## src/rtl/stopwatch_pkg.sv

```systemverilog
// Shared state encoding, digit-select codes and width helper for the stopwatch controller.
package stopwatch_pkg;

  typedef enum logic [1:0] {
    ST_IDLE  = 2'b00,
    ST_RUN   = 2'b01,
    ST_PAUSE = 2'b10,
    ST_FULL  = 2'b11
  } state_e;

  localparam logic [2:0] SEL_UNITS = 3'b101;
  localparam logic [2:0] SEL_TENS  = 3'b100;

  // Counter width for a 0..n-1 range, never narrower than one bit.
  function automatic int cw(input int n);
    return (n > 1) ? $clog2(n) : 1;
  endfunction

endpackage

```

## src/rtl/btn_debounce.sv

```systemverilog
// Two-flop synchronizer, stability counter and one-cycle rising-edge press pulse.
module btn_debounce
  import stopwatch_pkg::*;
#(
  parameter int DEB_CYCLES = 65536
) (
  input  logic clk,
  input  logic rst_n,
  input  logic btn,
  output logic press
);

  localparam int DW = cw(DEB_CYCLES);

  logic          meta_q, sync_q;
  logic          level_q, level_d;
  logic          press_q, press_d;
  logic [DW-1:0] cnt_q, cnt_d;

  // Counter tracks consecutive synced samples that disagree with the accepted level.
  always_comb begin
    level_d = level_q;
    press_d = 1'b0;
    cnt_d   = '0;
    if (sync_q != level_q) begin
      if (cnt_q == DW'(DEB_CYCLES - 1)) begin
        level_d = sync_q;
        press_d = sync_q;
      end else begin
        cnt_d = cnt_q + DW'(1);
      end
    end
  end

  always_ff @(posedge clk or negedge rst_n) begin
    if (!rst_n) begin
      meta_q  <= 1'b0;
      sync_q  <= 1'b0;
      level_q <= 1'b0;
      press_q <= 1'b0;
      cnt_q   <= '0;
    end else begin
      meta_q  <= btn;
      sync_q  <= meta_q;
      level_q <= level_d;
      press_q <= press_d;
      cnt_q   <= cnt_d;
    end
  end

  assign press = press_q;

endmodule

```

## src/rtl/stopwatch_ctrl.sv

```systemverilog
// Run/pause/clear sequencer for the 00-99 counter, plus 7-seg digit scan and pause blink.
module stopwatch_ctrl
  import stopwatch_pkg::*;
#(
  parameter int TICK_DIV    = 2097152,
  parameter int SCAN_DIV    = 131072,
  parameter int DEB_CYCLES  = 65536,
  parameter int BLINK_SCANS = 256
) (
  input  logic       clk,
  input  logic       reset,
  input  logic       btn_run,
  input  logic       btn_clr,
  input  logic       carry,
  output logic       cnt_en,
  output logic       cnt_clr,
  output logic [2:0] seg7_sel,
  output logic       digit_sel,
  output logic       blank,
  output logic [1:0] state_out
);

  localparam int TW = cw(TICK_DIV);
  localparam int SW = cw(SCAN_DIV);
  localparam int BW = cw(BLINK_SCANS);

  logic run_p, clr_p;

  btn_debounce #(.DEB_CYCLES(DEB_CYCLES)) u_deb_run (
    .clk(clk), .rst_n(reset), .btn(btn_run), .press(run_p)
  );
  btn_debounce #(.DEB_CYCLES(DEB_CYCLES)) u_deb_clr (
    .clk(clk), .rst_n(reset), .btn(btn_clr), .press(clr_p)
  );

  state_e        state_q, state_d;
  logic [TW-1:0] presc_q, presc_d;
  logic [SW-1:0] scan_q, scan_d;
  logic [BW-1:0] blink_q, blink_d;
  logic [2:0]    sel_q, sel_d;
  logic          dsel_q, dsel_d;
  logic          blank_q, blank_d;
  logic          cnt_en_q, cnt_en_d;
  logic          cnt_clr_q, cnt_clr_d;
  logic          tick, scan_wrap;

  always_comb begin
    state_d   = state_q;
    presc_d   = presc_q;
    cnt_clr_d = clr_p;
    tick      = (state_q == ST_RUN) && (presc_q == TW'(TICK_DIV - 1));

    // Clear outranks everything, including a simultaneous run press.
    if (clr_p) begin
      state_d = ST_IDLE;
    end else begin
      case (state_q)
        ST_IDLE:  if (run_p) state_d = ST_RUN;
        ST_RUN: begin
          if (tick && carry) state_d = ST_FULL;
          else if (run_p)    state_d = ST_PAUSE;
        end
        ST_PAUSE: if (run_p) state_d = ST_RUN;
        default: ;
      endcase
    end

    cnt_en_d = tick && !carry && !clr_p;

    if (clr_p || state_q == ST_IDLE) presc_d = '0;
    else if (state_q == ST_RUN)      presc_d = tick ? '0 : presc_q + TW'(1);

    scan_wrap = (scan_q == SW'(SCAN_DIV - 1));
    scan_d    = scan_wrap ? '0 : scan_q + SW'(1);
    sel_d     = sel_q;
    if (scan_wrap) sel_d = (sel_q == SEL_UNITS) ? SEL_TENS : SEL_UNITS;
    dsel_d    = (sel_d == SEL_TENS);

    // Blink phase restarts on every entry to PAUSE with the display blanked.
    blank_d = 1'b0;
    blink_d = '0;
    if (state_d == ST_PAUSE) begin
      if (state_q != ST_PAUSE) begin
        blank_d = 1'b1;
      end else begin
        blank_d = blank_q;
        blink_d = blink_q;
        if (scan_wrap) begin
          if (blink_q == BW'(BLINK_SCANS - 1)) begin
            blink_d = '0;
            blank_d = ~blank_q;
          end else begin
            blink_d = blink_q + BW'(1);
          end
        end
      end
    end
  end

  always_ff @(posedge clk or negedge reset) begin
    if (!reset) begin
      state_q   <= ST_IDLE;
      presc_q   <= '0;
      scan_q    <= '0;
      blink_q   <= '0;
      sel_q     <= SEL_UNITS;
      dsel_q    <= 1'b0;
      blank_q   <= 1'b0;
      cnt_en_q  <= 1'b0;
      cnt_clr_q <= 1'b0;
    end else begin
      state_q   <= state_d;
      presc_q   <= presc_d;
      scan_q    <= scan_d;
      blink_q   <= blink_d;
      sel_q     <= sel_d;
      dsel_q    <= dsel_d;
      blank_q   <= blank_d;
      cnt_en_q  <= cnt_en_d;
      cnt_clr_q <= cnt_clr_d;
    end
  end

  assign cnt_en    = cnt_en_q;
  assign cnt_clr   = cnt_clr_q;
  assign seg7_sel  = sel_q;
  assign digit_sel = dsel_q;
  assign blank     = blank_q;
  assign state_out = state_q;

endmodule
```

## config.mk

```make
export PLATFORM = sky130hd
export DESIGN_NAME = stopwatch_ctrl
export DESIGN_NICKNAME = d
export VERILOG_FILES = /design/src/rtl/stopwatch_pkg.sv /design/src/rtl/btn_debounce.sv /design/src/rtl/stopwatch_ctrl.sv
export SDC_FILE = /design/constraint.sdc
export NUM_CORES = 1
export LEC_CHECK = 0
export ABC_AREA = 0
export BUFFER_PORTS_ARGS = -buffer_cell sky130_fd_sc_hd__buf_2
export CORE_MARGIN = 10
export CORE_UTILIZATION = 65
export CTS_CLUSTER_DIAMETER = 30
export CTS_CLUSTER_SIZE = 40
export DETAILED_ROUTE_END_ITERATION = 10
export PLACE_DENSITY = 0.85
export SYNTH_ARGS = -nofsm -noshare
export SYNTH_HDL_FRONTEND = slang
export SYNTH_SLANG_ARGS = --single-unit
export TNS_END_PERCENT = 100
```

## constraint.sdc

```tcl
create_clock -name clk -period 6.65 [get_ports clk]
set_clock_uncertainty 0.15 [all_clocks]
set_input_delay 1.33 -clock clk [delete_from_list [all_inputs] [get_ports clk]]
set_output_delay 1.33 -clock clk [all_outputs]
set_load 0.03 [all_outputs]
```

# After elaboration in Yosys (flattened, before gate mapping)
# Index checks and enable logic that the tools add are counted.
# word_totals
regBits	95
latch_bits	0
ram_bits	0
rom_bits	0
in_bits	5
out_inout_bits	9
wordCells	80
memories	0
# op_classes
n_addsub	5
mul	0
n_div	0
n_lt_le_gt_ge	0
n_eq_ne	15
shifts	0
mux	27
bitwise	1
n_reduce_logical	13
# op_table
cell	n
16-bit 2-to-1 mux	4
21-bit 2-to-1 mux	3
16-bit by 1-bit adder with 16-bit output (second input constant)	2
16-bit equality test (second input constant)	2
8-bit 2-to-1 mux	4
21-bit by 1-bit adder with 21-bit output (second input constant)	1
21-bit equality test (second input constant)	1
17-bit by 1-bit adder with 17-bit output (second input constant)	1
17-bit equality test (second input constant)	1
17-bit 2-to-1 mux	1
1-bit 2-to-1 mux	9
8-bit by 1-bit adder with 8-bit output (second input constant)	1
8-bit equality test (second input constant)	1
2-bit 2-to-1 mux	4
3-bit equality test (second input constant)	2
2-bit AND reduction	3
2-bit equality test (second input constant)	2
1-bit logical AND	4
2-bit one-hot mux with 2 select lines	1
3-bit 2-to-1 mux	1
3-bit by 1-bit inequality test with 1-bit output (second input constant)	1
3-bit by 2-bit inequality test with 1-bit output (second input constant)	1
2-bit by 1-bit equality test with 1-bit output (second input constant)	1
1-bit logical NOT	2
7 further kinds	8

# Longest topological paths before layout
# Gate-level depths: netlist of the first run.
# logic_depth
depth_word	9
depth_mapped	11
mapped_depth_nobuf	9

# Cells and area by module
# Synthesis of the first run repeated with hierarchy kept, for this count alone.
# hier_totals
cells_unflattened	427
area_unflattened_um2	4484.3
# by_module_without_submodules
mod	n_inst	cells_per_inst	area_each_um2	seq_area_each_um2
stopwatch_ctrl	1	259	2625.0	1378.8
btn_debounce	2	84	929.6	500.5

# Worst setup path after synthesis of the first run
# No wires, ideal clock.
# synth_path
kind	register to register
startpoint	register scan_q[3]
endpoint	register sel_q[0] (netlist: seg7_sel[0])
setup_time_ns	0.077
arrival_time_ns	2.061
t_required_ns	6.423
path_slack_ns	4.362
stages_incl_launch_ff	9
path_buffers	2
period_less_slack_ns	2.288
cell_sequence	dfrtp_1 and4_1 nand4_1 nor3_1 ha_1 clkbuf_1 clkbuf_1 nand4b_1 o21a_1
# synth_between
elab_chain_cells	2
# synth_lines
element	line	text
start: declaration	stopwatch_ctrl.sv:38	logic [SW-1:0] scan_q, scan_d;
start signal: assignment	stopwatch_ctrl.sv:114	scan_q <= scan_d;
17-bit equality test	stopwatch_ctrl.sv:73	scan_wrap = (scan_q == SW'(SCAN_DIV - 1));
3-bit 2-to-1 mux	stopwatch_ctrl.sv:76	if (scan_wrap) sel_d = (sel_q == SEL_UNITS) ? SEL_TENS : SEL_UNITS;
net sel_d[0]	stopwatch_ctrl.sv:40	logic [2:0] sel_q, sel_d;
end signal: assignment	stopwatch_ctrl.sv:116	sel_q <= sel_d;
end: declaration	stopwatch_ctrl.sv:40	
# The timed path passes the listed nets, and every way through them passes these cells.
# A chain may end at the register's enable or synchronous reset.

# Final worst setup path of the first run
# layout_path
startpoint	register scan_q[4]
endpoint	register blink_q[5]
# layout_between
elab_chain_cells	2
# layout_lines
element	line	text
17-bit equality test	stopwatch_ctrl.sv:73	
3-bit by 2-bit inequality test with 1-bit output (no line)	--	
end signal: assignment	stopwatch_ctrl.sv:115	blink_q <= blink_d;
end: declaration	stopwatch_ctrl.sv:39	logic [BW-1:0] blink_q, blink_d;
# Every way passes these cells.

==> PnR_summary.wiki, run 1 <==
{| class="wikitable"
! Metric !! Value
|-
| Final setup violation count || 0
|-
| Net Switching || 0.226 mW
|-
| Source of the worst hold timing path || u_deb_run.meta_q
|-
| Antenna violations before repair || 0
|-
| Effective utilization at floorplan || 0.677
|-
| Fraction of synthesis flops using an asynchronous set or reset pin || 1.00
|-
| CTS Hold Bufs || 0
|-
| Synth-to-Final Area Change || 8.41%
|-
| Register area share after synthesis || 0.544
|-
| Core area || 0.00646 sq mm
|-
| Total power after layout || 1.06 mW
|-
| Area of the die || 0.0104 sq mm
|-
| Antenna cells || 0
|-
| Internal portion of total power || 0.837 mW
|-
| Drt first pass iters || 6
|-
| Clk Latency, worst-skew pair || 0.37 ns
|-
| Total negative setup slack || 0 ns
|-
| Chip Height || 102 um
|-
| Pwr dens || 224 mW/mm^2
|-
| Post-route clock period utilization || 0.488
|-
| Number of port buffers || 13
|-
| Terminating pin of the worst hold path || u_deb_run.sync_q
|-
| Clock sink total || 95
|-
| Transition at the pin with the smallest max-transition slack || 0.989 ns
|-
| Cell count after synthesis || 438
|-
| Congestion Overflow GR || 0
|-
| Worst r2r dst || blink_q[5]
|-
| Mean cell area of the mapped netlist || 9.99 sq um
|-
| Reg-to-reg slack, setup || 3.40 ns
|-
| Commonest register cell after synthesis || sky130_fd_sc_hd__dfrtp_1
|-
| Vias post-DR || 3080
|-
| Leakage power of the design || 2.04 nW
|-
| Time the final worst path needs with I/O delays and setup || 3.25 ns
|-
| Sort of element at the end of the critical path || flip-flop
|-
| Worst min-delay path class || flip-flop to flip-flop
|-
| Post-cts repair resize count || 0
|-
| Required arrival time at the worst endpoint || 6.79 ns
|-
| Final RePlAce weighted congestion || 0.834
|-
| Synth warnings || 0
|-
| TritonCTS buffer count || 9
|-
| Antenna-violating nets left || 0
|-
| TritonCTS clock tree || yes
|-
| Clk slew on worst S/H paths || 0.09 ns
|-
| Detailed Route WL || 7660 um
|-
| Setup repair after global routing missed its margin || false
|-
| Max FO, Critical Path || 29
|-
| # rows || 29
|-
| Slew Limit Headroom || 0.341
|-
| Clock share of power || 0.428
|-
| Post-DP HPWL || 5200 um
|-
| Remaining DRCs || 0
|-
| IO Count || 14
|-
| Category of the worst setup path launch point || flip-flop
|-
| Largest cells by area after synthesis || sky130_fd_sc_hd__dfrtp_1 53%, sky130_fd_sc_hd__xor2_1 7.0%, sky130_fd_sc_hd__nor2_1 6.9%, sky130_fd_sc_hd__xnor2_1 4.4%, sky130_fd_sc_hd__nand3_1 3.5%
|-
| Hold-critical path depth || 0
|-
| Count of max-cap constraint violations || 0
|-
| Distinct cell type count of the synthesized netlist || 42
|-
| Worst hold slack after final layout || 0.206 ns
|-
| Area fraction of the dominant cell type after synthesis || 0.532
|-
| Number of synthesized flops with an enable pin || 0
|-
| Final count of hold timing violations || 0
|-
| Syn Std Cell Area || 0.00438 sq mm
|-
| Switching fraction of total power || 0.212
|-
| Seq pwr share || 0.551
|-
| Leading area contributor after synthesis || sky130_fd_sc_hd__dfrtp_1
|-
| Number of buffers on the longest clock path || 2
|-
| Kind of critical path || flip-flop to flip-flop
|-
| Largest net degree at the start of global routing || 56
|-
| Number of nets produced by synthesis || 449
|-
| Critical path data arrival time || 3.39 ns
|-
| Master cell of the clock root buffer || sky130_fd_sc_hd__clkbuf_8
|-
| Worst voltage drop across the vdd grid || 0.153 mV
|-
| Run status || finished, final reports clean
|-
| Share of total power in combinational logic || 0.021
|-
| DR WL/cell || 14.3 um
|-
| Ratio of cells with drive above 1 in the final layout || 0.0895
|-
| Pins over their slew limit || 0
|-
| H-tree levels || 3
|-
| Filler instances || 456
|-
| Initial DRC count || 109
|-
| Chip width || 102 um
|-
| Per-cell via count in the routed design || 5.76
|-
| First-pass GRT wire length || 13500 um
|-
| Max Fclk || 0.308 GHz
|-
| Critical register-to-register path startpoint || scan_q[4]
|-
| Register bit count reported by yosys || 95
|-
| Layout Nets || 464
|-
| Via count of the first global-routing pass || 3011
|-
| Number of cells on the worst reg-to-reg path || 7
|-
| Aggregate global-route resource usage || 0.159
|-
| Buffers inserted during post-CTS setup optimization || 0
|}
[flip-flops by register name, indices dropped and copies added (netlist names), 2 cells and up]
register and count:
presc_q 21, scan_q 17, u_deb_clr.cnt_q 16, u_deb_run.cnt_q 16
blink_q 8, seg7_sel 3, state_out 2
[critical path, cell delays in order, from the launching register on]
cell and delay, ns:
sky130_fd_sc_hd__dfrtp_1 0.43, sky130_fd_sc_hd__and4_1 0.30, sky130_fd_sc_hd__nand4_1 0.28, sky130_fd_sc_hd__nor3_1 0.26, sky130_fd_sc_hd__ha_1 0.84, sky130_fd_sc_hd__inv_1 0.20, sky130_fd_sc_hd__or4_1 0.56, sky130_fd_sc_hd__a21oi_1 0.15
[area by class of cell]
cell class	instances	area, sq um	area share
multi-input cells	325	1920	0.404
repair buffers	14	75.1	0.0158
flip-flops and latches	95	2380	0.502
well taps	77	96.3	0.0203
clock inverters	7	120	0.0253
clock buffers	9	124	0.0261
inverters	8	30.0	0.00633
[kinds of logic (layout without fill, tap and decap cells)]
family,after synthesis,in the layout,share of synthesized area
AND/OR/NAND/NOR,219,219,0.246
flip-flops,95,95,0.544
XOR/XNOR,57,57,0.114
AO/OA/AOI/OAI,38,38,0.0492
buffers and inverters,18,38,0.0177
adder cells (fa/ha/maj),6,6,0.0172
multiplexers,5,5,0.0123
[placed cells by master (no fill, tap or decap), types with 4 or more instances in the layout]
cell / netlist / routed
sky130_fd_sc_hd__nor2_1: 81 / 81
sky130_fd_sc_hd__and3_1: 4 / 4
sky130_fd_sc_hd__clkbuf_8: 0 / 9
sky130_fd_sc_hd__nor3b_1: 4 / 4
sky130_fd_sc_hd__ha_1: 6 / 6
sky130_fd_sc_hd__nand4_1: 17 / 17
sky130_fd_sc_hd__a21oi_1: 18 / 18
sky130_fd_sc_hd__nand2b_1: 4 / 4
sky130_fd_sc_hd__xor2_1: 35 / 35
sky130_fd_sc_hd__nand3_1: 31 / 31
sky130_fd_sc_hd__o21ai_0: 8 / 8
sky130_fd_sc_hd__inv_1: 8 / 8
sky130_fd_sc_hd__nand2_1: 33 / 33
sky130_fd_sc_hd__xnor2_1: 22 / 22
sky130_fd_sc_hd__or3_1: 5 / 5
sky130_fd_sc_hd__nor2b_1: 5 / 5
sky130_fd_sc_hd__and2_1: 5 / 5
sky130_fd_sc_hd__buf_2: 2 / 12
sky130_fd_sc_hd__dfrtp_1: 93 / 93
sky130_fd_sc_hd__nor3_1: 12 / 12
sky130_fd_sc_hd__a31oi_1: 4 / 4
[layer usage]
| metal | vias up | part of all wire | track usage |
|---|---|---|---|
| met5 | - | 0 | 0 |
| met4 | 0 | 0.016 | 0.0597 |
| li1 | 1519 | - | - |
| met2 | 51 | 0.48 | 0.250 |
| met1 | 1497 | 0.47 | 0.210 |
| met3 | 13 | 0.039 | 0.0364 |
[through the flow]
stage,std cells,setup WS [ns],util,cell area (sq um)
after floorplan,438,4.36,-,4380
after global placement,519,3.58,0.697,4500
after detailed placement,519,3.42,0.697,4500
after CTS,535,3.41,0.734,4740
after global routing,535,3.13,0.734,4740
final,535,3.40,0.734,4740
[Yosys cell counts, types with 2 or more instances]
cell type,number
sky130_fd_sc_hd__xor2_1,35
sky130_fd_sc_hd__nor3_1,12
sky130_fd_sc_hd__mux2i_1,2
sky130_fd_sc_hd__buf_4,2
sky130_fd_sc_hd__xnor2_1,22
sky130_fd_sc_hd__buf_2,2
sky130_fd_sc_hd__nand3_2,2
sky130_fd_sc_hd__dfstp_2,2
sky130_fd_sc_hd__nor2b_1,5
sky130_fd_sc_hd__inv_1,8
sky130_fd_sc_hd__nor4_1,3
sky130_fd_sc_hd__nand4_1,17
sky130_fd_sc_hd__dfrtp_1,93
sky130_fd_sc_hd__and3_1,4
sky130_fd_sc_hd__or3_1,5
sky130_fd_sc_hd__and4_1,3
sky130_fd_sc_hd__clkbuf_1,6
sky130_fd_sc_hd__a31oi_1,4
sky130_fd_sc_hd__nand3_1,31
sky130_fd_sc_hd__ha_1,6
sky130_fd_sc_hd__nand2_1,33
sky130_fd_sc_hd__mux2_2,3
sky130_fd_sc_hd__a21oi_1,18
sky130_fd_sc_hd__nand2b_1,4
sky130_fd_sc_hd__nand3b_1,2
sky130_fd_sc_hd__and2_1,5
sky130_fd_sc_hd__nor3b_1,4
sky130_fd_sc_hd__nor4_2,2
sky130_fd_sc_hd__nor2_1,81
sky130_fd_sc_hd__or4_1,3
sky130_fd_sc_hd__o21ai_0,8
[power groups by stage]
stage / logic, mW / clock network [mW] / registers, mW
final: 0.0225 / 0.455 / 0.585
after CTS: 0.0237 / 0.463 / 0.586
after floorplan: 0.00911 / 0 / 0.596
after global placement: 0.0230 / 0 / 0.597
after detailed placement: 0.0237 / 0 / 0.597
after global routing: 0.0272 / 0.490 / 0.587
[how the worst max path moves through the flow]
stage / from / endpoint / slack, ns / depth (start not counted)
floorplan: scan_q[3] / seg7_sel[0] / 4.36 / 8
global placement: scan_q[3] / blink_q[5] / 3.58 / 7
detailed placement: scan_q[4] / blink_q[5] / 3.42 / 7
CTS: scan_q[4] / blink_q[5] / 3.41 / 7
global route: scan_q[4] / blink_q[5] / 3.13 / 7
finish: scan_q[4] / blink_q[5] / 3.40 / 7
Note: power is estimated with default switching activity, not from simulation.
==> run 2, diff against run 1 <==
--- a/config.mk
+++ b/config.mk
@@ -8,11 +8,11 @@
 export ABC_AREA = 0
 export BUFFER_PORTS_ARGS = -buffer_cell sky130_fd_sc_hd__buf_2
 export CORE_MARGIN = 10
-export CORE_UTILIZATION = 65
+export CORE_UTILIZATION = 56
 export CTS_CLUSTER_DIAMETER = 30
 export CTS_CLUSTER_SIZE = 40
 export DETAILED_ROUTE_END_ITERATION = 10
-export PLACE_DENSITY = 0.85
+export PLACE_DENSITY = 0.78
 export SYNTH_ARGS = -nofsm -noshare
 export SYNTH_HDL_FRONTEND = slang
 export SYNTH_SLANG_ARGS = --single-unit
==> constraint.sdc (replaced) <==
create_clock -name clk -period 2.8 [get_ports clk]
set_clock_uncertainty 0.15 [all_clocks]
set_input_delay 0.56 -clock clk [delete_from_list [all_inputs] [get_ports clk]]
set_output_delay 0.56 -clock clk [all_outputs]
set_load 0.03 [all_outputs]
==> run 2 against run 1 <==
Effect of this change:
- final cell count up 5.4%
- flip-flop and latch count unchanged
- global-route usage down 2.2 points
- highest routed layer unchanged
- via count down 1.2%
- critical path depth up 1
- power up 120%
- wire length down 1.7%
- design area up 0.61%
- die area up 13%
==> PnR_summary.wiki, run 2 (synthesis gave the netlist of run 1 again) <==
{| class="wikitable"
! Metric !! Value
|-
| Clock share of power || 0.382 (-0.046)
|-
| Count of max-cap constraint violations || 0 (unchanged)
|-
| Aggregate global-route resource usage || 0.137 (-0.0216)
|-
| Detailed Route WL || 7530 um (-1.7%)
|-
| Per-cell via count in the routed design || 5.40 (-6.3%)
|-
| Number of cells on the worst reg-to-reg path || 8 (+1)
|-
| Clk slew on worst S/H paths || 0.09 ns (about the same)
|-
| TritonCTS buffer count || 9 (unchanged)
|-
| Post-cts repair resize count || 0 (unchanged)
|-
| CTS Hold Bufs || 0 (unchanged)
|-
| Setup repair after global routing missed its margin || false
|-
| Post-Layout Inst Area || 0.00477 sq mm (+0.61%)
|-
| Ratio of cells with drive above 1 in the final layout || 0.0931 (+0.00355)
|-
| Drt first pass iters || 4 (-2)
|-
| Number of port buffers || 13 (unchanged)
|-
| Largest net degree at the start of global routing || 46 (-18%)
|-
| Cell at the slowest stage of the critical path || sky130_fd_sc_hd__or4_1
|-
| Antenna-violating nets left || 0 (unchanged)
|-
| First-pass GRT wire length || 13200 um (-2.4%)
|-
| DR WL/cell || 13.3 um (-6.7%)
|-
| TritonCTS clock tree || yes
|-
| Slew Limit Headroom || 0.522 (+0.181)
|-
| Category of the worst setup path launch point || flip-flop
|-
| Commonest non-fill, non-tap cell in the layout || sky130_fd_sc_hd__dfrtp_1
|-
| Cell chain of the critical path || ha_1, and2_1, nand2_1, nor3_1, ha_1, inv_1, or4_1, a21oi_1
|-
| Transition at the pin with the smallest max-transition slack || 0.710 ns (-0.278 ns)
|-
| Most Frequent Cell on Critical Path || sky130_fd_sc_hd__ha_1
|-
| Kind of critical path || flip-flop to flip-flop
|-
| Vias post-DR || 3043 (-1.2%)
|-
| Initial DRC count || 96 (-12%)
|-
| Congestion Overflow GR || 0 (unchanged)
|-
| Buffers inserted during post-CTS setup optimization || 0 (unchanged)
|-
| Total power after layout || 2.34 mW (+120%)
|-
| Max reg flops || 21 (unchanged)
|-
| Post-DP HPWL || 5110 um (-1.8%)
|-
| Pwr dens || 490 mW/mm^2 (+120%)
|-
| Synth-to-Final Area Change || 9.06%
|-
| Clk Latency, worst-skew pair || 0.36 ns (about the same)
|-
| IO Count || 14 (unchanged)
|-
| Antenna cells || 0 (unchanged)
|-
| Layout Nets || 469 (+1.1%)
|-
| # rows || 32 (+10%)
|-
| Worst-case setup margin in the final layout || 0.433 ns (-2.97 ns)
|-
| Run status || finished, final reports clean
|-
| Chip width || 108 um (+6.2%)
|-
| Antenna violations before repair || 0 (unchanged)
|-
| Sort of element at the end of the critical path || flip-flop
|-
| Time the final worst path needs with I/O delays and setup || 2.37 ns (-0.878 ns)
|-
| Total negative setup slack || 0 ns (unchanged)
|-
| Most used cells in the layout excluding fill and tap cells || 93 x sky130_fd_sc_hd__dfrtp_1, 81 x sky130_fd_sc_hd__nor2_1, 35 x sky130_fd_sc_hd__xor2_1, 33 x sky130_fd_sc_hd__nand2_1, 31 x sky130_fd_sc_hd__nand3_1
|-
| Worst voltage drop across the vdd grid || 0.280 mV (+83%)
|-
| Final setup violation count || 0 (unchanged)
|-
| Critical path data arrival time || 2.51 ns (-0.88 ns)
|-
| Seq pwr share || 0.594 (+0.043)
|-
| Leakage power of the design || 2.05 nW (+0.14%)
|-
| Max FO, Critical Path || 7 (-76%)
|-
| Pins over their slew limit || 0 (unchanged)
|-
| Chip Height || 108 um (+6.2%)
|-
| Pre-CTS setup slack || 0.427 ns (-3.00 ns)
|-
| Delay of the slowest critical-path stage || 0.53 ns (-0.31 ns)
|-
| Master cell of the clock root buffer || sky130_fd_sc_hd__clkbuf_8
|-
| Via count of the first global-routing pass || 2998 (-0.43%)
|-
| Dpl cell area || 0.00458 sq mm (+1.8%)
|-
| Reg with most FFs || presc_q
|-
| Max Fclk || 0.423 GHz (+37%)
|-
| H-tree levels || 3 (unchanged)
|-
| Required arrival time at the worst endpoint || 2.94 ns (-3.85 ns)
|-
| Net Switching || 0.508 mW (+120%)
|-
| Final count of hold timing violations || 0 (unchanged)
|-
| Area of the die || 0.0117 sq mm (+13%)
|-
| Largest regs || presc_q x21, scan_q x17
|-
| Internal portion of total power || 1.83 mW (+120%)
|-
| Remaining DRCs || 0 (unchanged)
|-
| Number of buffers on the longest clock path || 2 (unchanged)
|-
| Post-route clock period utilization || 0.845 (+0.357)
|-
| Share of total power in combinational logic || 0.024 (+0.003)
|-
| Effective utilization at floorplan || 0.572 (-0.105)
|-
| Clock sink total || 95 (unchanged)
|-
| Switching fraction of total power || 0.217 (+0.00470)
|-
| Worst min-delay path class || input pin to asynchronous set/reset pin
|-
| Final RePlAce weighted congestion || 0.782 (-6.3%)
|-
| Core area || 0.00765 sq mm (+18%)
|}
[run 2: changes by cell type in the layout (fill, tap and decap cells not counted), sizes merged]
cell	before	now
inv	9	8
clkinv	2	1
buf	14	19
clkbuf	9	12
bufinv	3	1
[run 2: through the flow]
stage / hold slack (ns) / std cells / util
global placement: 0.183 / 549 / 0.599
CTS: 0.0519 / 564 / 0.624
floorplan: 0.114 / 438 / -
global route: 0.0828 / 564 / 0.624
detailed placement: 0.189 / 549 / 0.599
finish: 0.0418 / 564 / 0.624
[run 2: worst paths after layout]
kind | startpoint | end | slack (ns)
min in group clk | btn_run | u_deb_run.meta_q | 0.16
setup reg to reg | scan_q[0] | blink_q[5] | 0.43
max in group asynchronous | reset | presc_q[2] | 1.83
hold / removal | reset | presc_q[10] | 0.04
hold reg to reg | u_deb_run.meta_q | u_deb_run.sync_q | 0.21
setup / recovery | scan_q[0] | blink_q[5] | 0.43
[run 2: power groups by stage]
stage / logic [mW] / registers (mW) / clock network, mW
after floorplan: 0.0216 / 1.42 / 0
after global placement: 0.0585 / 1.42 / 0
after detailed placement: 0.0598 / 1.42 / 0
after CTS: 0.0601 / 1.39 / 0.916
after global routing: 0.0684 / 1.39 / 0.962
final: 0.0570 / 1.39 / 0.892
[run 2: cell type report]
type                       count  area (sq um)
fill                         640          2880
tap                          102           128
inverter                       8          30.0
clock inverter                 3          46.3
sequential                    95          2380
clock buffer                  12           145
timing repair buffer          19           125
multi-input combinational    325          1920
[run 2: metal layers]
metal / track usage / vias up / wire length [um]
met5: 0 / - / 0
met2: 0.230 / 24 / 3560
met4: 0.0603 / 0 / 150
met1: 0.167 / 1477 / 3630
met3: 0.0303 / 10 / 191
li1: - / 1532 / -
[run 2: worst max-delay path, delay by kind of cell (launching register included)]
family	cells	cell delay (ns)
and+or+nand+nor	4	1.03
buffers and inverters	1	0.11
AOI/OAI and AO/OA	1	0.15
adders and majority gates	2	0.48
DFF	1	0.39
